**src/rtl/dac_sample_sched.sv**
```systemverilog
// dac_sample_sched: PLL bring-up sequencer and DAC sample scheduler.
// Runs on the reference clock. Brings the PLL up in two steps (ENb_VCO,
// then ENb_CP), each followed by a programmable settle time, and holds the
// DAC at midscale until RUN. In RUN it opens a sample slot every div+1
// cycles and arbitrates two valid/ready sources onto the DAC register.
// Ports:
//   CLK, reset          reference clock, async active-low reset
//   enable              1 = bring up and run, 0 = shut down
//   vco_settle          settle cycles after ENb_VCO falls
//   cp_settle           settle cycles after ENb_CP falls
//   div                 sample period minus one
//   prio_a              1 = fixed priority to A, 0 = round-robin
//   a_valid/a_data/a_ready   source A (core waveform)
//   b_valid/b_data/b_ready   source B (LA / test pattern)
//   enb_vco, enb_cp     PLL enables, active-low
//   dac_d               registered DAC code
//   running             high while in RUN
//   underrun_cnt        saturating count of empty sample slots
module dac_sample_sched #(
    parameter int unsigned   DW       = 10,
    parameter int unsigned   DIV_W    = 16,
    parameter int unsigned   SETTLE_W = 12,
    parameter logic [DW-1:0] MIDSCALE = DW'(10'h200)
) (
    input  logic                CLK,
    input  logic                reset,
    input  logic                enable,
    input  logic [SETTLE_W-1:0] vco_settle,
    input  logic [SETTLE_W-1:0] cp_settle,
    input  logic [DIV_W-1:0]    div,
    input  logic                prio_a,
    input  logic                a_valid,
    input  logic [DW-1:0]       a_data,
    output logic                a_ready,
    input  logic                b_valid,
    input  logic [DW-1:0]       b_data,
    output logic                b_ready,
    output logic                enb_vco,
    output logic                enb_cp,
    output logic [DW-1:0]       dac_d,
    output logic                running,
    output logic [7:0]          underrun_cnt
);

    typedef enum logic [1:0] {
        S_OFF    = 2'd0,
        S_VCO_UP = 2'd1,
        S_CP_UP  = 2'd2,
        S_RUN    = 2'd3
    } state_t;

    state_t              state;
    state_t              state_nx;
    logic [SETTLE_W-1:0] settle_cnt;
    logic [DIV_W-1:0]    div_cnt;
    logic                rr_is_b;
    logic                tick;
    logic                grant_a;
    logic                grant_b;

    // State register
    always_ff @(posedge CLK or negedge reset) begin
        if (!reset) begin
            state <= S_OFF;
        end else begin
            state <= state_nx;
        end
    end

    // Next-state logic; dropping enable returns to OFF from any state
    always_comb begin
        state_nx = state;
        case (state)
            S_OFF: begin
                if (enable) state_nx = S_VCO_UP;
            end
            S_VCO_UP: begin
                if (!enable)                  state_nx = S_OFF;
                else if (settle_cnt == '0)    state_nx = S_CP_UP;
            end
            S_CP_UP: begin
                if (!enable)                  state_nx = S_OFF;
                else if (settle_cnt == '0)    state_nx = S_RUN;
            end
            S_RUN: begin
                if (!enable)                  state_nx = S_OFF;
            end
            default: state_nx = S_OFF;
        endcase
    end

    // Outputs: PLL enables decoded from state, ready only on a live tick
    always_comb begin
        enb_vco = 1'b1;
        enb_cp  = 1'b1;
        running = 1'b0;
        tick    = 1'b0;
        grant_a = 1'b0;
        grant_b = 1'b0;
        a_ready = 1'b0;
        b_ready = 1'b0;
        case (state)
            S_OFF: begin
            end
            S_VCO_UP: begin
                enb_vco = 1'b0;
            end
            S_CP_UP: begin
                enb_vco = 1'b0;
                enb_cp  = 1'b0;
            end
            S_RUN: begin
                enb_vco = 1'b0;
                enb_cp  = 1'b0;
                running = 1'b1;
                // Shutdown wins over a slot that coincides with enable falling
                tick    = enable && (div_cnt == '0);
            end
            default: begin
            end
        endcase

        // Round-robin hands a contested slot to the source not granted last
        if (prio_a) begin
            grant_a = a_valid;
            grant_b = !a_valid && b_valid;
        end else begin
            grant_a = a_valid && (!b_valid || rr_is_b);
            grant_b = b_valid && (!a_valid || !rr_is_b);
        end

        a_ready = tick && grant_a;
        b_ready = tick && grant_b;
    end

    // Settle counter: loaded on entry to each bring-up step, counts down to 0
    always_ff @(posedge CLK or negedge reset) begin
        if (!reset) begin
            settle_cnt <= '0;
        end else if (!enable) begin
            settle_cnt <= '0;
        end else begin
            case (state)
                S_OFF:    settle_cnt <= vco_settle;
                S_VCO_UP: settle_cnt <= (settle_cnt == '0) ? cp_settle
                                                           : settle_cnt - SETTLE_W'(1);
                S_CP_UP:  settle_cnt <= (settle_cnt == '0) ? '0
                                                           : settle_cnt - SETTLE_W'(1);
                default:  settle_cnt <= '0;
            endcase
        end
    end

    // Sample divider: loaded with div on entry to RUN, reloads on each slot
    always_ff @(posedge CLK or negedge reset) begin
        if (!reset) begin
            div_cnt <= '0;
        end else if (!enable) begin
            div_cnt <= '0;
        end else if (state == S_CP_UP && settle_cnt == '0) begin
            div_cnt <= div;
        end else if (state == S_RUN) begin
            div_cnt <= (div_cnt == '0) ? div : div_cnt - DIV_W'(1);
        end else begin
            div_cnt <= '0;
        end
    end

    // Round-robin pointer follows the last source granted in round-robin mode
    always_ff @(posedge CLK or negedge reset) begin
        if (!reset) begin
            rr_is_b <= 1'b1;
        end else if (!prio_a) begin
            if (a_ready)      rr_is_b <= 1'b0;
            else if (b_ready) rr_is_b <= 1'b1;
        end
    end

    // DAC register: midscale outside RUN, granted sample one cycle after the slot
    always_ff @(posedge CLK or negedge reset) begin
        if (!reset) begin
            dac_d <= MIDSCALE;
        end else if (!enable || state != S_RUN) begin
            dac_d <= MIDSCALE;
        end else if (a_ready) begin
            dac_d <= a_data;
        end else if (b_ready) begin
            dac_d <= b_data;
        end
    end

    // Underrun counter: empty slots, saturating, survives shutdown
    always_ff @(posedge CLK or negedge reset) begin
        if (!reset) begin
            underrun_cnt <= '0;
        end else if (tick && !a_valid && !b_valid && underrun_cnt != 8'hFF) begin
            underrun_cnt <= underrun_cnt + 8'd1;
        end
    end

endmodule

```
**config.mk**
```make
export PLATFORM = sky130hd
export DESIGN_NAME = dac_sample_sched
export DESIGN_NICKNAME = d
export VERILOG_FILES = /design/src/rtl/dac_sample_sched.sv
export SDC_FILE = /design/constraint.sdc
export NUM_CORES = 1
export LEC_CHECK = 0
export ABC_CLOCK_PERIOD_IN_PS = 5150
export BUFFER_PORTS_ARGS = -buffer_cell sky130_fd_sc_hd__buf_2
export CAP_MARGIN = 10
export CORE_ASPECT_RATIO = 1.2
export CORE_UTILIZATION = 55
export DETAILED_ROUTE_END_ITERATION = 16
export PLACE_DENSITY = 0.92
export SYNTH_ARGS = -nofsm -noshare
export SYNTH_HDL_FRONTEND = slang
export SYNTH_SLANG_ARGS = --single-unit
```
**constraint.sdc**
```tcl
create_clock -name CLK -period 5.15 [get_ports CLK]
set_clock_uncertainty 0.05 [all_clocks]
set_input_delay 1.2875 -clock CLK [delete_from_list [all_inputs] [get_ports CLK]]
set_output_delay 1.2875 -clock CLK [all_outputs]
set_load 0.02 [all_outputs]
```
# Word level (Yosys, flattened, before mapping)
# Cells that the tools add are included.
[totals]
romBits = 0
register_bits = 49
in_bits = 66
latch_bits = 0
mem_bits_rw = 0
n_memories = 0
[op_classes]
div = 0
n_reduce_logical = 26
shift = 0
eq_ne = 9
bitwise_logic = 1
magnitude_cmp = 0
mul = 0
n_addsub = 3
muxes = 26
[op_table]
columns = ["operator", "n"]
rows = [
  ["$mux 16", 4],
  ["$mux 12", 3],
  ["$pmux 12 s3", 1],
  ["$mux 10", 3],
  ["$logic_not 16->1", 1],
  ["$sub 16x1->16 const B", 1],
  ["$logic_not 12->1", 1],
  ["$mux 2", 6],
  ["$sub 12x1->12 const B", 1],
  ["$logic_and 1x1->1", 10],
  ["$add 8x1->8 const B", 1],
  ["$mux 1", 8],
  ["$ne 8x8->1 const B", 1],
  ["$pmux 2 s4", 1],
  ["$ne 2x2->1 const B", 3],
  ["$ne 3x3->1 const B", 2],
  ["$eq 2x2->1 const B", 2],
  ["$logic_not 1->1", 4],
  ["$reduce_and 4->1", 1],
  ["$logic_or 1x1->1", 3],
  ["$reduce_bool 3->1", 1],
  ["$reduce_or 3->1", 1],
  ["$eq 2x1->1 const B", 1],
  ["$logic_not 2->1", 1],
  ["other kinds (4)", 4],
]

# Logic depth before layout (Yosys ltp)
# Gate-level depths: netlist of run 1.
[logic_depth]
depth_word = 8
depth_mapped = 8
mapped_depth_nobuf = 7

# Worst setup path before layout of run 1
# Ideal clock, no wire load.
[synth_timing]
path_kind = "input to output"
startpoint = "input enable"
endpoint = "output b_ready"
n_path_buf = 1
t_required_ns = 3.813
stages = 4
t_arrival_ns = 2.053
path_slack_ns = 1.759
cell_sequence = "and3_1 > clkbuf_1 > nand3_1 > nor2_1"
[synth_via]
elab_chain_len = 3
[synth_lines]
columns = ["item", "line_no", "text"]
rows = [
  ["start: declaration", "27", "input logic enable,"],
  ["$logic_and 1x1->1", "117", "tick = enable && (div_cnt == '0);"],
  ["$mux 1", "102", "case (state)"],
  ["$logic_and 1x1->1", "133", "b_ready = tick && grant_b;"],
  ["end: declaration", "37", "output logic b_ready,"],
]
# Every way passes these cells.

# Worst setup path in the final report of run 1
# Ends and elaborated chain as after synthesis.

==> results of run 1 <==
## metal layers
layer	part of all wire	global-route usage
met1	0.42	0.2887
met2	0.51	0.4356
met3	0.053	0.04775
met4	0.019	0.08750
met5	0	0
## how the worst max path moves through the flow
stage / from / end / depth (start not counted) / slack, ns
after floorplan: enable / b_ready / 4 / 1.76
after global placement: enable / b_ready / 5 / 1.35
after detailed placement: enable / b_ready / 5 / 1.33
after CTS: enable / b_ready / 5 / 1.33
after global routing: enable / b_ready / 5 / 1.21
final: enable / b_ready / 5 / 1.32
## power by group through the flow
stage               clock network, W  registers (W)  logic, W
floorplan                          0       0.000485  0.000387
global placement                   0       0.000487  0.000460
detailed placement                 0       0.000493  0.000473
CTS                         0.000235       0.000485  0.000476
global route                0.000252       0.000493  0.000527
finish                      0.000228       0.000487  0.000476
## cell families after synthesis
logic type,share of synthesized area
flops,0.4290
fa+ha+maj,0.02184
xor+xnor,0.08257
simple gates,0.2298
mux,0.02141
compound gates,0.1761
buf+inv,0.03932
## critical path: stages
cell,delay (ns)
buf_2,0.15
and3_1,0.48
nand3_1,0.21
nor2_1,0.18
buf_2,0.18
## cell type report
type,instances,area share
timing repair buffer,90,0.1337
clock buffer,8,0.02645
tap,60,0.02204
inverter,9,0.009919
multi-input combinational,228,0.4471
sequential,49,0.3608
## placed cells by master, fill, tap and decap left out, types with 6 or more instances in the layout
master     n
a211oi_2  10
a21oi_1    8
a22oi_1    7
and3_1     7
buf_2     88
clkbuf_8   6
dfrtp_1   47
inv_1      9
nand2_1   17
nand3_1    6
nor2_1    62
nor3_1     7
o221ai_1   9
xnor2_1    9
xor2_1    18
## synth_stat cells, types with 2 or more instances
cell | count | area (um^2)
mux2i_1 | 5 | 50.05
clkbuf_1 | 6 | 22.52
a221oi_1 | 3 | 26.28
o22ai_1 | 5 | 31.28
ha_1 | 5 | 62.56
or4_1 | 3 | 22.52
nor2_1 | 62 | 232.7
o221ai_1 | 9 | 78.83
dfrtp_1 | 47 | 1176
buf_2 | 3 | 15.01
nand2_1 | 17 | 63.81
nor3b_1 | 3 | 22.52
nand2b_1 | 3 | 18.77
o41ai_1 | 2 | 17.52
buf_6 | 3 | 33.78
or2_2 | 4 | 25.02
a211oi_1 | 5 | 37.54
inv_1 | 9 | 33.78
and3_1 | 7 | 43.79
xnor2_1 | 9 | 78.83
nand4_1 | 3 | 18.77
dfstp_2 | 2 | 52.55
xor2_1 | 18 | 157.7
nor4_1 | 5 | 31.28
a22oi_1 | 7 | 52.55
nand3_1 | 6 | 30.03
nor3_1 | 7 | 35.03
a21oi_1 | 8 | 40.04
a211oi_2 | 10 | 125.1
nor4_4 | 2 | 42.54
o21ai_0 | 3 | 15.01
## stage by stage
stage               power [W]  hold slack (ns)  worst slack [ns]
floorplan           0.0008720           0.4212             1.759
global placement    0.0009473           0.4261             1.348
detailed placement  0.0009662           0.4410             1.333
CTS                  0.001197           0.4521             1.333
global route         0.001272           0.4660             1.211
finish               0.001191           0.4474             1.323
## state kept, by name (all words and copies together) (netlist names)
| signal | count |
|---|---|
| dac_d | 10 |
| div_cnt | 16 |
| rr_is_b | 1 |
| settle_cnt | 12 |
| state | 2 |
| underrun_cnt | 8 |
==> flow_summary_export.csv, run 1 <==
group,metric,value,unit
power,swShare,0.3862,
die,start_util,0.5757,
synth,async_reset_ff_frac,1.000,
timing,slew_viol_final,0,
route,antenna_left,0,
route,vias,2597,
route,post_drt_wl_per_cell,14.46,um
final_layout,diodes,0,
power,power_frac_clock,0.192,
route,finalWirelength,6419,um
cts,root_buffer,"clkbuf_8",
job,maxCapViolations,0,
final_layout,fin_util,0.6846,
synth,yosys_warnings,0,
cts,cts_resized,0,
cts,cts_tree,"yes",
route,viasPerCell,5.849,
cts,cts_buffer_depth,2,
synth,syn-num-nets,370,
critical_path,worstPathArrival,2.49,ns
synth,syn_inst,299,
timing,final.setup.tns,0,ns
critical_path,reg2reg_slack,2.60,ns
cts,insertion_delay,0.30,ns
global_routing,grt_antenna_before_repair,0,
hold_path,hold_end,"underrun_cnt[6]$_DFFE_PN0P_",
power,power.internal,0.0007311,W
synth,yosys_most_used_dff,"dfrtp_1",
power,power_density,349.7,nW/um^2
power,pwr-share-comb,0.399,
critical_path,crit_fanout,14,
final_layout,fin_cells,444,
synth,synth_seq_area_share,0.4290,
final_layout,seq_area,1229,um^2
timing,slew-limit-headroom,0.2984,
synth,syn-cell-area,2864,um^2
cts,cts_hold_repair.buffers,0,
timing,finalHoldViolCount,0,
placement,port_buffers,88,
cts,clkTransAtPathRegs,0.08,ns
final_layout,area_growth,18.92,%
route,drt_pass1_iterations,4,
timing,period_share,0.7431,
die,die_h,81.05,um
global_routing,grt_pass1_vias,2381,
placement,gp_congestion,0.7909,
timing,worstMarginPinSlew,1.052,ns
hold_path,hp-start,"underrun_cnt[6]$_DFFE_PN0P_",
cts,cts_buffers,5,
critical_path,required,3.81,ns
synth,syn_avg_cell_area,9.579,um^2
power,p_leak,1.811,nW
hold_path,hold_path.class,"reg2reg",
die,core,4975,um^2
final_layout,nets,454,
placement,dp_cells,436,
critical_path,cp-start-kind,"input pin",
timing,fmax,261.3,MHz
timing,period_needed,3.827,ns
critical_path,timing.rr.start,"settle_cnt[0]$_DFF_PN0_",
critical_path,critical_path_class,"in2out",
final_layout,finalInstanceArea,3406,um^2
cts,htree_levels,2,
outcome,status,"complete, no violations",
synth,synth_seq_cells,49,
timing,rsz0062_at_grt,"no",
placement,dp_hpwl,4865,um
critical_path,r2r-end,"settle_cnt[7]$_DFF_PN0_",
route,drt_iter0_markers,165,
global_routing,grt_util_all_layers,0.2454,
die,pin_count,89,
placement,place_area,3316,um^2
final_layout,multiInputGateArea,1523,um^2
die,row_count,28,
global_routing,grt_max_degree,50,
cts,postCtsSetupBuffers,0,
global_routing,grt_pass1_wl,10290,um
power,switchingPower,0.0004600,W
global_routing,overflow,0,
route,drcViolationCount,0,
cts,clock_sinks,49,
synth,synth_edf_count,0,
critical_path,ff2ff_path_depth,7,
power,p_seq_frac,0.409,
timing,finalSetupViolations,0,
synth,ys_types,49,
hold_path,hold_depth,1,
power,peakVddDrop,170.4,uV
die,dieArea,5501,um^2
die,die_w,67.88,um
final_layout,num-fill-cells,381,
final_layout,layout-drive-gt1-share,0.3099,
critical_path,worstSetupEndpointType,"output pin",
Power figures use the tool's default switching activity.
==> inputs of run 2 (changes only) <==
Settings changed: ABC_CLOCK_PERIOD_IN_PS 5150 to 3740, CORE_UTILIZATION 55 to 51, PLACE_DENSITY 0.92 to 0.87.
Clock period 5.15 ns to 3.74 ns, I/O delays scaled along.
==> run 2 against run 1 <==
Routed wire length shrank 1.4%; clock-buffer cell count shrank 3; sequential share of layout area shrank 0.18 points; largest cell class unchanged; cell area grew 0.51%; power grew 37%; cell count grew 0.90%; register-to-register slack lost 1.4 ns; clock power grew 39%; via count shrank 3.1%.
==> flow_summary_export.csv, run 2 (synthesis gave the netlist of run 1 again) <==
group,metric,value,unit
final_layout,nets,456,
route,finalWirelength,6331,um
timing,slew_viol_final,0,
cts,cts_resized,0,
critical_path,critical_path_class,"reg2out",
critical_path,slowest_stage,"or4_1",
final_layout,layout_commonest_cell,"buf_2",
final_layout,area_growth,19.53,%
critical_path,crit_fanout,6,
critical_path,crit_chain,"or4_1 -> nor4_4 -> nand3_1 -> nor2_1 -> buf_2",
critical_path,required,2.75,ns
critical_path,critPathBufInv,1,
final_layout,num-fill-cells,438,
final_layout,largest-register,"div_cnt",
power,peakVddDrop,246.7,uV
final_layout,finalInstanceArea,3423,um^2
global_routing,grt_pass1_wl,10600,um
cts,postCtsSetupBuffers,0,
die,start_util,0.5369,
route,antenna_left,0,
route,vias,2516,
die,die_w,70.41,um
critical_path,ff2ff_path_depth,7,
placement,dp_hpwl,4804,um
critical_path,worstPathArrival,2.25,ns
route,drt_pass1_iterations,4,
route,wl_met2,3242,um
placement,gp_congestion,0.8436,
cts,cts_buffer_depth,2,
critical_path,cp-start-kind,"register",
critical_path,cp_slowest_stage_delay,0.65,ns
global_routing,grt_max_degree,50,
die,dieArea,5921,um^2
route,drt_iter0_markers,128,
power,power,0.001637,W
job,maxCapViolations,0,
timing,worstMarginPinSlew,1.084,ns
cts,cts_tree,"yes",
cts,cts_buffers,5,
critical_path,crit_family,"simple AND/OR/NAND/NOR gates",
cts,clock_sinks,49,
route,drt-met1-wl,2740,um
critical_path,worstSetupEndpointType,"output pin",
outcome,status,"complete, no violations",
cts,clkTransAtPathRegs,0.09,ns
timing,period_share,0.8660,
timing,rsz0062_at_grt,"no",
route,viasPerCell,5.616,
cts,root_buffer,"clkbuf_8",
power,power_density,478.1,nW/um^2
final_layout,diodes,0,
route,post_drt_wl_per_cell,14.13,um
hold_path,hold_path.class,"reg2reg",
critical_path,cp_num_cells,5,
timing,fmax,308.7,MHz
hold_path,hold_depth,1,
cts,htree_levels,2,
placement,place_area,3333,um^2
global_routing,overflow,0,
global_routing,grt_antenna_before_repair,0,
cts,insertion_delay,0.30,ns
final_layout,largest_register_ff_count,16,
global_routing,grt_pass1_vias,2357,
global_routing,grt_util_all_layers,0.2240,
timing,slew-limit-headroom,0.2771,
placement,port_buffers,88,
route,drcViolationCount,0,
cts,cts_hold_repair.buffers,0,
die,die_h,84.09,um
final_layout,final_cell_mix,"buf_2, nor2_1, dfrtp_1",
timing,finalHoldViolCount,0,
timing,period_needed,3.239,ns
die,row_count,29,
timing,final.setup.tns,0,ns
die,pin_count,89,
final_layout,reg_top3,"div_cnt x16, settle_cnt x12, dac_d x10",
power,p_leak,1.820,nW
timing,finalSetupViolations,0,
die,core,5334,um^2
route,dr_wl_met3,272,um
route,routed.top_layer,"met4",
final_layout,layout-drive-gt1-share,0.3187,
==> run 2: cell types whose count changed in the layout (fill, tap and decap cells not counted) <==
cell,delta
clkinv_2,+1
clkbuf_8,-1
buf_4,+2
clkinvlp_4,+1
clkbuf_1,-2
inv_6,+1
==> run 2: final timing paths <==
kind | from | end | slack [ns]
max | div_cnt[2]$_DFF_PN0_ | b_ready | 0.50
min | rr_is_b$_DFFE_PN1P_ | rr_is_b$_DFFE_PN1P_ | 0.45
max reg2reg | settle_cnt[0]$_DFF_PN0_ | settle_cnt[7]$_DFF_PN0_ | 1.19
min reg2reg | rr_is_b$_DFFE_PN1P_ | rr_is_b$_DFFE_PN1P_ | 0.45
max in group asynchronous | reset | settle_cnt[6]$_DFF_PN0_ | 2.20
min in group asynchronous | reset | settle_cnt[9]$_DFF_PN0_ | 0.77
==> run 2: stage by stage <==
step / util / instances / setup slack, ns / hold slack [ns]
2_1_floorplan: - / 299 / 0.9309 / 0.4212
5_1_grt: 0.6418 / 448 / 0.3740 / 0.4620
6_report: 0.6418 / 448 / 0.5011 / 0.4533
3_3_place_gp: 0.6249 / 440 / 0.8739 / 0.4216
3_5_place_dp: 0.6249 / 440 / 0.8326 / 0.4346
4_1_cts: 0.6418 / 448 / 0.4943 / 0.4522
==> run 2: final cells by class <==
cell class                      count  area (um^2)  area share
Timing Repair Buffer               92        470.5      0.1374
Sequential cell                    49         1229      0.3589
Inverter                            9        33.78    0.009868
Multi-Input combinational cell    228         1523      0.4448
Clock buffer                        5        68.82     0.02010
Clock inverter                      3        21.27    0.006213
Tap cell                           62        77.57     0.02266
==> run 2: report_power, final <==
part	internal, W	switching, W	total (W)
clock	0.000133	0.000183	0.000316
sequential	0.000594	0.0000726	0.000666
combinational	0.000267	0.000388	0.000654
==> run 2: per-layer routing <==
metal | vias to the layer above | GRT usage
met5 | - | 0
met4 | 0 | 0.05818
met3 | 8 | 0.03865
met2 | 66 | 0.3853
met1 | 1189 | 0.2886
li1 | 1253 | -
==> inputs of run 3 (changes only) <==
--- a/config.mk
+++ b/config.mk
@@ -13,4 +13,5 @@
 export DETAILED_ROUTE_END_ITERATION = 16
 export PLACE_DENSITY = 0.87
+export SKIP_CTS_REPAIR_TIMING = 1
 export SYNTH_ARGS = -nofsm -noshare
 export SYNTH_HDL_FRONTEND = slang
--- a/constraint.sdc
+++ b/constraint.sdc
@@ -3,3 +3,3 @@
 set_input_delay 0.935 -clock CLK [delete_from_list [all_inputs] [get_ports CLK]]
 set_output_delay 0.935 -clock CLK [all_outputs]
-set_load 0.02 [all_outputs]
+set_load 0.1 [all_outputs]
==> run 3 against run 2 <==
Global-route usage up 0.17 points; non-clock buffer count unchanged; cell count unchanged; die area unchanged; flip-flop and latch count unchanged; via count about the same; critical endpoint unchanged.
==> flow_summary_export.csv, run 3 (synthesis gave the netlist of run 1 again) <==
group,metric,value,unit
route,antenna_left,0,
power,swShare,0.4187,
cts,clock_sinks,49,
critical_path,required,2.75,ns
critical_path,crit_fanout,6,
global_routing,grt_max_degree,50,
final_layout,layout_commonest_cell,"buf_2",
global_routing,grt_util_all_layers,0.2257,
timing,worstMarginPinSlew,1.062,ns
global_routing,overflow,0,
die,row_count,29,
power,power.internal,0.001010,W
route,post_drt_wl_per_cell,14.04,um
route,finalWirelength,6288,um
final_layout,area_growth,19.75,%
power,pwr-share-comb,0.431,
placement,gp_congestion,0.8575,
die,dieArea,5921,um^2
route,drt_pass1_iterations,4,
global_routing,met2_usage,0.3887,
route,drt_iter0_markers,147,
critical_path,worstPathArrival,2.52,ns
critical_path,worstSetupEndpointType,"output pin",
power,peakVddDrop,289.8,uV
die,core,5334,um^2
critical_path,critical_path_class,"reg2out",
die,start_util,0.5369,
cts,htree_levels,2,
cts,insertion_delay,0.30,ns
die,die_w,70.41,um
final_layout,largest-register,"div_cnt",
outcome,status,"complete, no violations",
global_routing,busiest_layer,"met2",
power,power_density,506.5,nW/um^2
final_layout,largest_register_ff_count,16,
timing,finalHoldViolCount,0,
route,viasPerCell,5.614,
final_layout,final_cell_mix,"buf_2, nor2_1, dfrtp_1",
route,vias,2515,
critical_path,cp-start-kind,"register",
timing,finalSetupViolations,0,
global_routing,grtUsageMet3,0.04348,
timing,period_needed,3.507,ns
hold_path,hold_path.class,"reg2reg",
cts,clkTransAtPathRegs,0.09,ns
die,pin_count,89,
job,maxCapViolations,0,
final_layout,layout-drive-gt1-share,0.3187,
final_layout,reg_top3,"div_cnt x16, settle_cnt x12, dac_d x10",
global_routing,grt_antenna_before_repair,0,
global_routing,grt_pass1_wl,10740,um
critical_path,reg2reg_slack,1.17,ns
global_routing,grt_pass1_vias,2455,
timing,final.setup.tns,0,ns
route,drcViolationCount,0,
global_routing,grt_util_met1,0.2807,
final_layout,num-fill-cells,446,
final_layout,fin_util,0.6430,
power,power,0.001737,W
power,switchingPower,0.0007272,W
final_layout,diodes,0,
final_layout,nets,456,
power,p_seq_frac,0.385,
power,power_frac_clock,0.184,
power,p_leak,1.820,nW
timing,slew-limit-headroom,0.2920,
die,die_h,84.09,um
timing,rsz0062_at_grt,"no",
cts,cts_buffer_depth,2,
timing,period_share,0.9378,
timing,slew_viol_final,0,
timing,fmax,285.1,MHz
cts,root_buffer,"clkbuf_8",
cts,cts_tree,"yes",
placement,port_buffers,88,
cts,cts_buffers,5,
placement,dp_hpwl,4705,um
-- run 3: through the flow --
stage | instances | instance area (um^2) | worst slack [ns] | hold slack [ns]
after floorplan | 299 | 2867 | 0.4047 | 0.4212
after global placement | 440 | 3336 | 0.5812 | 0.4216
after detailed placement | 440 | 3336 | 0.5530 | 0.4324
after CTS | 448 | 3430 | 0.2250 | 0.4488
after global routing | 448 | 3430 | 0.08135 | 0.4592
final | 448 | 3430 | 0.2328 | 0.4434
-- run 3: area by class of cell --
type	instances	area (um^2)	area share
clock buffer	7	86.33	0.02517
multi-input combinational	228	1525	0.4447
sequential	49	1229	0.3583
inverter	9	33.78	0.009850
clock inverter	1	7.507	0.002189
tap	62	77.57	0.02262
timing repair buffer	92	470.5	0.1372
-- run 3: routing by layer --
metal | vias up | routed length (um)
met5 | - | 0
met4 | 0 | 105
met3 | 11 | 349
met2 | 89 | 3151
met1 | 1156 | 2682
li1 | 1259 | -
-- run 3: final timing paths --
kind	to	cells after the start	startpoint
setup / recovery	b_ready	5	div_cnt[2]$_DFF_PN0_
hold / removal	underrun_cnt[6]$_DFFE_PN0P_	1	underrun_cnt[6]$_DFFE_PN0P_
setup reg to reg	div_cnt[2]$_DFF_PN0_	6	settle_cnt[0]$_DFF_PN0_
hold reg to reg	underrun_cnt[6]$_DFFE_PN0P_	1	underrun_cnt[6]$_DFFE_PN0P_
max in group asynchronous	div_cnt[2]$_DFF_PN0_	1	reset
min in group asynchronous	settle_cnt[10]$_DFF_PN0_	1	reset
-- run 3: power groups by stage --
stage                     Sequential [W]  Clock, W  Combinational (W)
after floorplan                 0.000720         0           0.000568
after global placement          0.000672         0           0.000731
after detailed placement        0.000676         0           0.000747
after CTS                       0.000666  0.000329           0.000750
after global routing            0.000679  0.000355           0.000822
final                           0.000669  0.000320           0.000749
-- run 3: worst max-delay path, stage by stage, from the launching register on --
cell	delay, ns
dfrtp_1	0.43
or4_1	0.66
nor4_4	0.36
nand3_1	0.21
nor2_2	0.13
buf_2	0.43
